$ cat config.mk
export PLATFORM = sky130hd
export DESIGN_NAME = bsg_axil_store_unpacker
export DESIGN_NICKNAME = d
export VERILOG_FILES = /design/src/rtl/bsg_axil_store_unpacker.sv
export SDC_FILE = /design/constraint.sdc
export NUM_CORES = 1
export LEC_CHECK = 0
export ABC_AREA = 1
export BUFFER_PORTS_ARGS = -buffer_cell sky130_fd_sc_hd__buf_2
export CORE_MARGIN = 5
export CORE_UTILIZATION = 39
export DETAILED_ROUTE_END_ITERATION = 6
export GPL_ROUTABILITY_DRIVEN = 0
export PLACE_DENSITY = 0.77
export SLEW_MARGIN = 0
export SYNTH_ARGS = -nofsm -noshare
export SYNTH_HDL_FRONTEND = slang
export SYNTH_SLANG_ARGS = --single-unit
$ cat constraint.sdc
create_clock -name clk_i -period 1.4 [get_ports clk_i]
set_clock_uncertainty 0.05 [all_clocks]
set_input_delay 0.07 -clock clk_i [delete_from_list [all_inputs] [get_ports clk_i]]
set_output_delay 0.07 -clock clk_i [all_outputs]
set_load 0.02 [all_outputs]
$ cat src/rtl/bsg_axil_store_unpacker.sv
// Unpacks 32-bit {wnr, addr[22:0], byte} commands into single AXI-lite master transactions.
// Optional macro BSG_AXIL_STORE_UNPACKER_WRITE_ACK_EN returns {30'b0, bresp} for each completed write.
module bsg_axil_store_unpacker #(
    parameter int axi_addr_width_p = 32,
    parameter int axi_data_width_p = 32,
    parameter logic [axi_addr_width_p-1:0] addr_base_p = '0
) (
    input  logic                          clk_i,
    input  logic                          reset_n_i,

    input  logic [31:0]                   data_i,
    input  logic                          v_i,
    output logic                          ready_o,

    output logic [31:0]                   data_o,
    output logic                          v_o,
    input  logic                          ready_i,

    output logic [axi_addr_width_p-1:0]   m_axi_awaddr_o,
    output logic [2:0]                    m_axi_awprot_o,
    output logic                          m_axi_awvalid_o,
    input  logic                          m_axi_awready_i,
    output logic [axi_data_width_p-1:0]   m_axi_wdata_o,
    output logic [axi_data_width_p/8-1:0] m_axi_wstrb_o,
    output logic                          m_axi_wvalid_o,
    input  logic                          m_axi_wready_i,
    input  logic [1:0]                    m_axi_bresp_i,
    input  logic                          m_axi_bvalid_i,
    output logic                          m_axi_bready_o,
    output logic [axi_addr_width_p-1:0]   m_axi_araddr_o,
    output logic [2:0]                    m_axi_arprot_o,
    output logic                          m_axi_arvalid_o,
    input  logic                          m_axi_arready_i,
    input  logic [axi_data_width_p-1:0]   m_axi_rdata_i,
    input  logic [1:0]                    m_axi_rresp_i,
    input  logic                          m_axi_rvalid_i,
    output logic                          m_axi_rready_o
);

    typedef enum logic [2:0] {
        e_idle,
        e_write,
        e_write_resp,
        e_read_addr,
        e_read_data,
        e_resp
`ifdef BSG_AXIL_STORE_UNPACKER_WRITE_ACK_EN
        , e_ack
`endif
    } state_e;

    state_e                              state_q, state_d;
    logic [axi_addr_width_p-1:0]         addr_q, addr_d;
    logic [7:0]                          byte_q, byte_d;
    logic [axi_data_width_p/8-1:0]       strb_q, strb_d;
    logic                                aw_done_q, aw_done_d;
    logic                                w_done_q, w_done_d;
    logic [31:0]                         resp_q, resp_d;
    // Holds ready_o low until the first clock after reset release.
    logic                                live_q;
    logic                                aw_hs, w_hs;

    always_ff @(posedge clk_i or negedge reset_n_i) begin
        if (!reset_n_i) begin
            state_q   <= e_idle;
            addr_q    <= '0;
            byte_q    <= '0;
            strb_q    <= '0;
            aw_done_q <= 1'b0;
            w_done_q  <= 1'b0;
            resp_q    <= '0;
            live_q    <= 1'b0;
        end else begin
            state_q   <= state_d;
            addr_q    <= addr_d;
            byte_q    <= byte_d;
            strb_q    <= strb_d;
            aw_done_q <= aw_done_d;
            w_done_q  <= w_done_d;
            resp_q    <= resp_d;
            live_q    <= 1'b1;
        end
    end

    assign ready_o         = live_q && (state_q == e_idle);
    assign m_axi_awvalid_o = (state_q == e_write) && !aw_done_q;
    assign m_axi_wvalid_o  = (state_q == e_write) && !w_done_q;
    assign m_axi_bready_o  = (state_q == e_write_resp);
    assign m_axi_arvalid_o = (state_q == e_read_addr);
    assign m_axi_rready_o  = (state_q == e_read_data);
`ifdef BSG_AXIL_STORE_UNPACKER_WRITE_ACK_EN
    assign v_o             = (state_q == e_resp) || (state_q == e_ack);
`else
    assign v_o             = (state_q == e_resp);
`endif
    assign data_o          = resp_q;

    assign m_axi_awaddr_o  = addr_q;
    assign m_axi_araddr_o  = addr_q;
    assign m_axi_awprot_o  = 3'b000;
    assign m_axi_arprot_o  = 3'b000;
    assign m_axi_wdata_o   = axi_data_width_p'({4{byte_q}});
    assign m_axi_wstrb_o   = strb_q;

    assign aw_hs = m_axi_awvalid_o && m_axi_awready_i;
    assign w_hs  = m_axi_wvalid_o && m_axi_wready_i;

    always_comb begin
        state_d   = state_q;
        addr_d    = addr_q;
        byte_d    = byte_q;
        strb_d    = strb_q;
        aw_done_d = aw_done_q;
        w_done_d  = w_done_q;
        resp_d    = resp_q;
        case (state_q)
            e_idle: begin
                if (v_i && ready_o) begin
                    addr_d    = addr_base_p | axi_addr_width_p'(data_i[30:8]);
                    byte_d    = data_i[7:0];
                    strb_d    = (axi_data_width_p/8)'(4'b0001 << data_i[9:8]);
                    aw_done_d = 1'b0;
                    w_done_d  = 1'b0;
                    state_d   = data_i[31] ? e_write : e_read_addr;
                end
            end
            e_write: begin
                // AW and W complete independently; move on once both have landed.
                aw_done_d = aw_done_q || aw_hs;
                w_done_d  = w_done_q || w_hs;
                if (aw_done_d && w_done_d) begin
                    state_d = e_write_resp;
                end
            end
            e_write_resp: begin
                if (m_axi_bvalid_i) begin
`ifdef BSG_AXIL_STORE_UNPACKER_WRITE_ACK_EN
                    resp_d  = {30'b0, m_axi_bresp_i};
                    state_d = e_ack;
`else
                    state_d = e_idle;
`endif
                end
            end
            e_read_addr: begin
                if (m_axi_arready_i) state_d = e_read_data;
            end
            e_read_data: begin
                if (m_axi_rvalid_i) begin
                    resp_d  = 32'(m_axi_rdata_i);
                    state_d = e_resp;
                end
            end
            e_resp: begin
                if (ready_i) state_d = e_idle;
            end
`ifdef BSG_AXIL_STORE_UNPACKER_WRITE_ACK_EN
            e_ack: begin
                if (ready_i) state_d = e_idle;
            end
`endif
            default: state_d = e_idle;
        endcase
    end

    // Response codes are intentionally not acted on.
`ifdef BSG_AXIL_STORE_UNPACKER_WRITE_ACK_EN
    logic unused_resp;
    assign unused_resp = ^m_axi_rresp_i;
`else
    logic unused_resp;
    assign unused_resp = ^{m_axi_rresp_i, m_axi_bresp_i};
`endif

endmodule

# Word level (Yosys, flattened, before mapping)
# Index checks and enable logic that the tools add are counted.
# word_totals
register_bits	73
wordCells	48
# op_classes
n_eq_ne	11
shift	1
mux	11
reduce_logical	17
# op_table
cell	count
two-way mux 3 bit	6
one-hot mux 3 bit (6 select lines)	1
inequality test 2 x 1 -> 1 bit (second input constant)	4
logical AND 1 bit	7
equality test 3 x 2 -> 1 bit (second input constant)	2
equality test 3 bit (second input constant)	2
AND reduction 2 bit	3
AND reduction 6 bit	1
inequality test 2 bit (second input constant)	2
one-hot mux 1 bit (2 select lines)	2
left shift 1 x 2 -> 4 bit (first input constant)	1
equality test 3 x 1 -> 1 bit (second input constant)	1
logical NOT 3 bit	1
logical NOT 1 bit	2
logical OR 1 bit	2
two-way mux 2 bit	1
nonzero test 2 bit	1
two-way mux 1 bit	1

# Depth between registers and ports, before layout
# logic_depth
word_depth	7
depth_mapped	9
mapped_depth_nobuf	8

# Worst setup path before layout
# No wires, ideal clock.
# synth_path
path_kind	reg2reg
startpoint	register state_q[0]
endpoint	register resp_q[0] (netlist: data_o[0])
arrival_time_ps	1326
setup_slack_ps	-101
stages_incl_launch_ff	8
n_path_buf	2
synth_period_minus_slack_ps	1501
cell_sequence	dfrtp_1 > buf_6 > nor2_8 > nand2_2 > inv_2 > nand2_4 > buf_6 > mux2_4
# synth_between
elab_chain_len	2
# synth_rtl
item	line_no	text
from (decl)	52	state_e state_q, state_d;
from (signal assigned)	65	state_q <= e_idle;
from (signal assigned)	74	state_q <= state_d;
equality test 3 bit	--	
net m_axi_rready_o	37	output logic m_axi_rready_o
AND reduction 2 bit (no source line)	--	
to (signal assigned)	80	resp_q <= resp_d;
to (decl)	58	logic [31:0] resp_q, resp_d;
# The timed path passes the listed nets, and every way through them passes these cells.
# A chain may end at the register's enable or synchronous reset.

# Final worst setup path
# layout_path
startpoint	register state_q[1]
endpoint	register state_q[1]
# layout_between
elab_chain_len	7
word_cells_on_any_way	23
classes_between	eq/ne (11); mux (1); reduce/logical (11)
# layout_rtl
item	line_no	text
equality test 3 x 1 -> 1 bit	86, 87, 116	
logical AND 1 bit, on equally long branches	86, 87	
logical AND 1 bit, on equally long branches	105, 106	
logical OR 1 bit, on equally long branches	129, 130	
logical AND 1 bit	131	if (aw_done_d && w_done_d) begin
inequality test 2 x 1 -> 1 bit (no source line)	--	
AND reduction 6 bit (no source line)	--	
# Several ways; a longest one is shown, not always the timed one.

==> summary.md <==
| Metric | Value |
|---|---|
| Synth Flop Type | `dfrtp_1` |
| Fmax | `666 MHz` |
| Asr flop ratio synth | `100%` |
| DRT Pass-1 Iters | `4` |
| Violated checks | `setup timing` |
| Post-synthesis instance area | `3580 um^2` |
| Clock Sinks | `73` |
| Die Y | `106 um` |
| First-pass GRT wire length | `16900 um` |
| Sequential fraction of the synthesis area | `51.0%` |
| Cell variety after synth | `20` |
| Seq cells post-synth | `73` |
| Critical Setup Path Class | `reg -> reg` |
| WHS | `0.0752 ns` |
| Total CTS buffers | `9` |
| Worst setup margin | `-0.102 ns` |
| Initial DRC Count | `107` |
| Switch Pwr | `0.00580 W` |
| Critical-path cell list | `nor2_8 > nand4_1 > buf_6 > nand3_2 > nand3_4 > nand2_1 > nand2_1` |
| Setup crit end kind | `register` |
| Most frequent cell after synthesis | `nand2_1` |
| Worst path max stage delay | `0.48 ns` |
| Port Buffer Count | `193` |
| Final setup violation count | `53` |
| Combinational Power Share | `56.4%` |
| Final Cell Area | `5830 um^2` |
| Warnings, synthesis | `0` |
| GRT overflow | `0` |
| Finished Core Util | `64.0%` |
| RSZ-0062 raised after global routing | `true` |
| Max Buffers Root-to-Sink | `2` |
| Setup WS pre-CTS | `-0.122 ns` |
| Flop pwr share | `29.9%` |
| LEAKAGE | `3.33 nW` |
| Hold violation count in the final report | `0` |
| Clk pin slew, worst setup/hold paths | `0.07 ns` |
| Initial core utilization | `39.3%` |
| Largest net degree at the start of global routing | `32` |
| ANT nets after route | `0` |
| Worst EP required | `1.57 ns` |
| Status | `complete, but fails checks` |
| Post-route minimum period | `1.50 ns` |
| Worst IR Drop VDD | `0.00110 V` |
| Area Growth Syn to Fin | `62.7%` |
| DP HPWL | `6920 um` |
| Net total in the final layout | `671` |
| CTS tree | `built` |
| Routed WL | `11800 um` |
| Worst min path class | `in -> reg` |
| Site row count | `35` |
| Ports | `222` |
| Total Routing Usage GR | `19.2%` |
| Clock root buffer | `clkbuf_8` |
| Worst EP arrival | `1.68 ns` |
| Pwr dens | `2220 nW/um^2` |
| Slowest-stage cell, CP | `dfrtp_2` |
| Antenna violations before repair | `0` |
| Critical path peak fanout | `8` |
| Layout cell share with drive strength beyond 1 | `56.0%` |
| Die width | `106 um` |
| DIE AREA | `11200 um^2` |
| ANT cells | `0` |
| Global-route track usage on met1 | `20.3%` |
| Total internal power | `0.00716 W` |
| Core area | `9110 um^2` |
| Gr busiest metal | `met2` |
| Post-route setup TNS | `-1.41 ns` |
| Worst skew pair latency | `0.33 ns` |
| Vias/cell | `4.46` |
| Vias in the first global route | `3302` |
| Crit path launch type | `register` |
| Switch share | `44.8%` |
| Routing usage on met2 | `35.5%` |
| Cell taking the most area after synthesis | `dfrtp_1` |
| H-tree levels | `3` |
| Cells after Synth | `348` |
| Avg Cell Area, Syn | `10.3 um^2` |
| Synth cell count leaders | `116 x nand2_1, 73 x dfrtp_1, 72 x buf_4, 30 x mux2_4, 11 x inv_1` |
| Met3 track demand over resource | `6.67%` |
| Max Cap Viol | `0` |
| R2R setup slack | `-0.10 ns` |
| Area after DPL | `4340 um^2` |
| Period utilisation layout | `107%` |
| Most frequent CP cell | `nand2_1` |
| Number of synthesized flops with an enable pin | `0` |
| DR WL/cell | `16.7 um` |
| Yosys top cell area share | `51.0%` |
| Clock power frac | `13.6%` |
| Top area cells in the synthesized netlist | `dfrtp_1 51%, buf_4 15%, mux2_4 13%` |
| Fillers | `697` |
| DRC | `0` |
| Number of max-slew violations in the final report | `0` |
| Total number of vias | `3161` |
==> state kept, by name, indices dropped and copies added (netlist names) <==
signal and cells:
aw_done_q 1, m_axi_araddr_o 23, byte_q 8, state_q 3, live_q 1, m_axi_wstrb_o 4, data_o 32, w_done_q 1
==> power by group through the flow <==
stage,Clock (W),Combinational (W),Sequential (W)
final,0.00177,0.00731,0.00388
after global routing,0.00191,0.00776,0.00403
after CTS,0.00182,0.00659,0.00384
after detailed placement,0,0.00615,0.00382
after global placement,0,0.00604,0.00378
after floorplan,0,0.00364,0.00489
==> cells in the final DEF (no fill, tap or decap), types with 4 or more instances in the layout <==
cell	Yosys	layout
buf_2	7	185
nor2_4	0	4
buf_12	0	4
buf_6	4	17
inv_1	11	10
nand4_1	5	5
buf_4	72	16
dfrtp_1	73	70
mux2_4	30	31
nand2_8	0	4
conb_1	2	25
clkbuf_8	0	10
nand2_4	1	15
clkbuf_16	0	4
dlygate4sd3_1	0	64
nand2_1	116	79
nand2_2	1	23
==> worst paths after layout <==
kind                                       start          endpoint  cells after the start
worst max-delay path                  state_q[1]        state_q[1]                      7
worst min-delay path                  data_i[31]        state_q[1]                      4
worst max register to register        state_q[1]        state_q[1]                      7
worst min register to register  m_axi_wstrb_o[3]  m_axi_wstrb_o[3]                      2
max in group asynchronous              reset_n_i  m_axi_wstrb_o[0]                      3
min in group asynchronous              reset_n_i         data_o[1]                      2
==> layer usage <==
metal | up-vias | routed length, um
met5 | - | 0
met4 | 0 | 214
met3 | 17 | 1140
met2 | 176 | 6310
met1 | 1484 | 4150
li1 | 1484 | -
==> critical path, delay by kind of cell (launching register included) <==
| family | cells | cell delay (ns) |
|---|---|---|
| simple gates | 6 | 0.66 |
| flops | 1 | 0.48 |
| buf+inv | 1 | 0.19 |
==> metrics by stage <==
step	total power, W	std cells
floorplan	0.00852	371
global placement	0.00982	610
detailed placement	0.00997	610
CTS	0.0122	697
global route	0.0137	709
finish	0.0130	709
==> layout make-up <==
cell class                      count  area [um^2]  share of cell area [%]
Timing Repair Buffer              291         2070                    35.6
Sequential cell                    73         1830                    31.4
Multi-Input combinational cell    205         1500                    25.7
Clock buffer                       12          145                    2.49
Tap cell                          111          139                    2.38
Inverter                           13         73.8                    1.27
Clock inverter                      3         65.1                    1.12
Timing Repair inverter              1         8.76                   0.150
==> repair_timing <==
| item | in CTS | in global routing |
|---|---|---|
| buffers inserted | 5 | 5 |
| endpoints found under the hold margin | 129 | 0 |
| gates cloned | 4 | 7 |
| resized for setup | 41 | 76 |
| pin swaps | 12 | 26 |
| hold buffers | 64 | 0 |
| setup endpoints to repair | 53 | 79 |
==> cells by family (layout without fill, tap and decap cells) <==
group / after synthesis / after routing / synth area share, %
flip-flops: 73 / 73 / 51.0
other: 2 / 25 / 0.210
buffers and inverters: 96 / 320 / 18.7
AO/OA/AOI/OAI: 6 / 6 / 0.978
AND/OR/NAND/NOR: 139 / 142 / 16.0
multiplexers: 32 / 32 / 13.2
No activity file was read; power rests on OpenSTA's default activity.
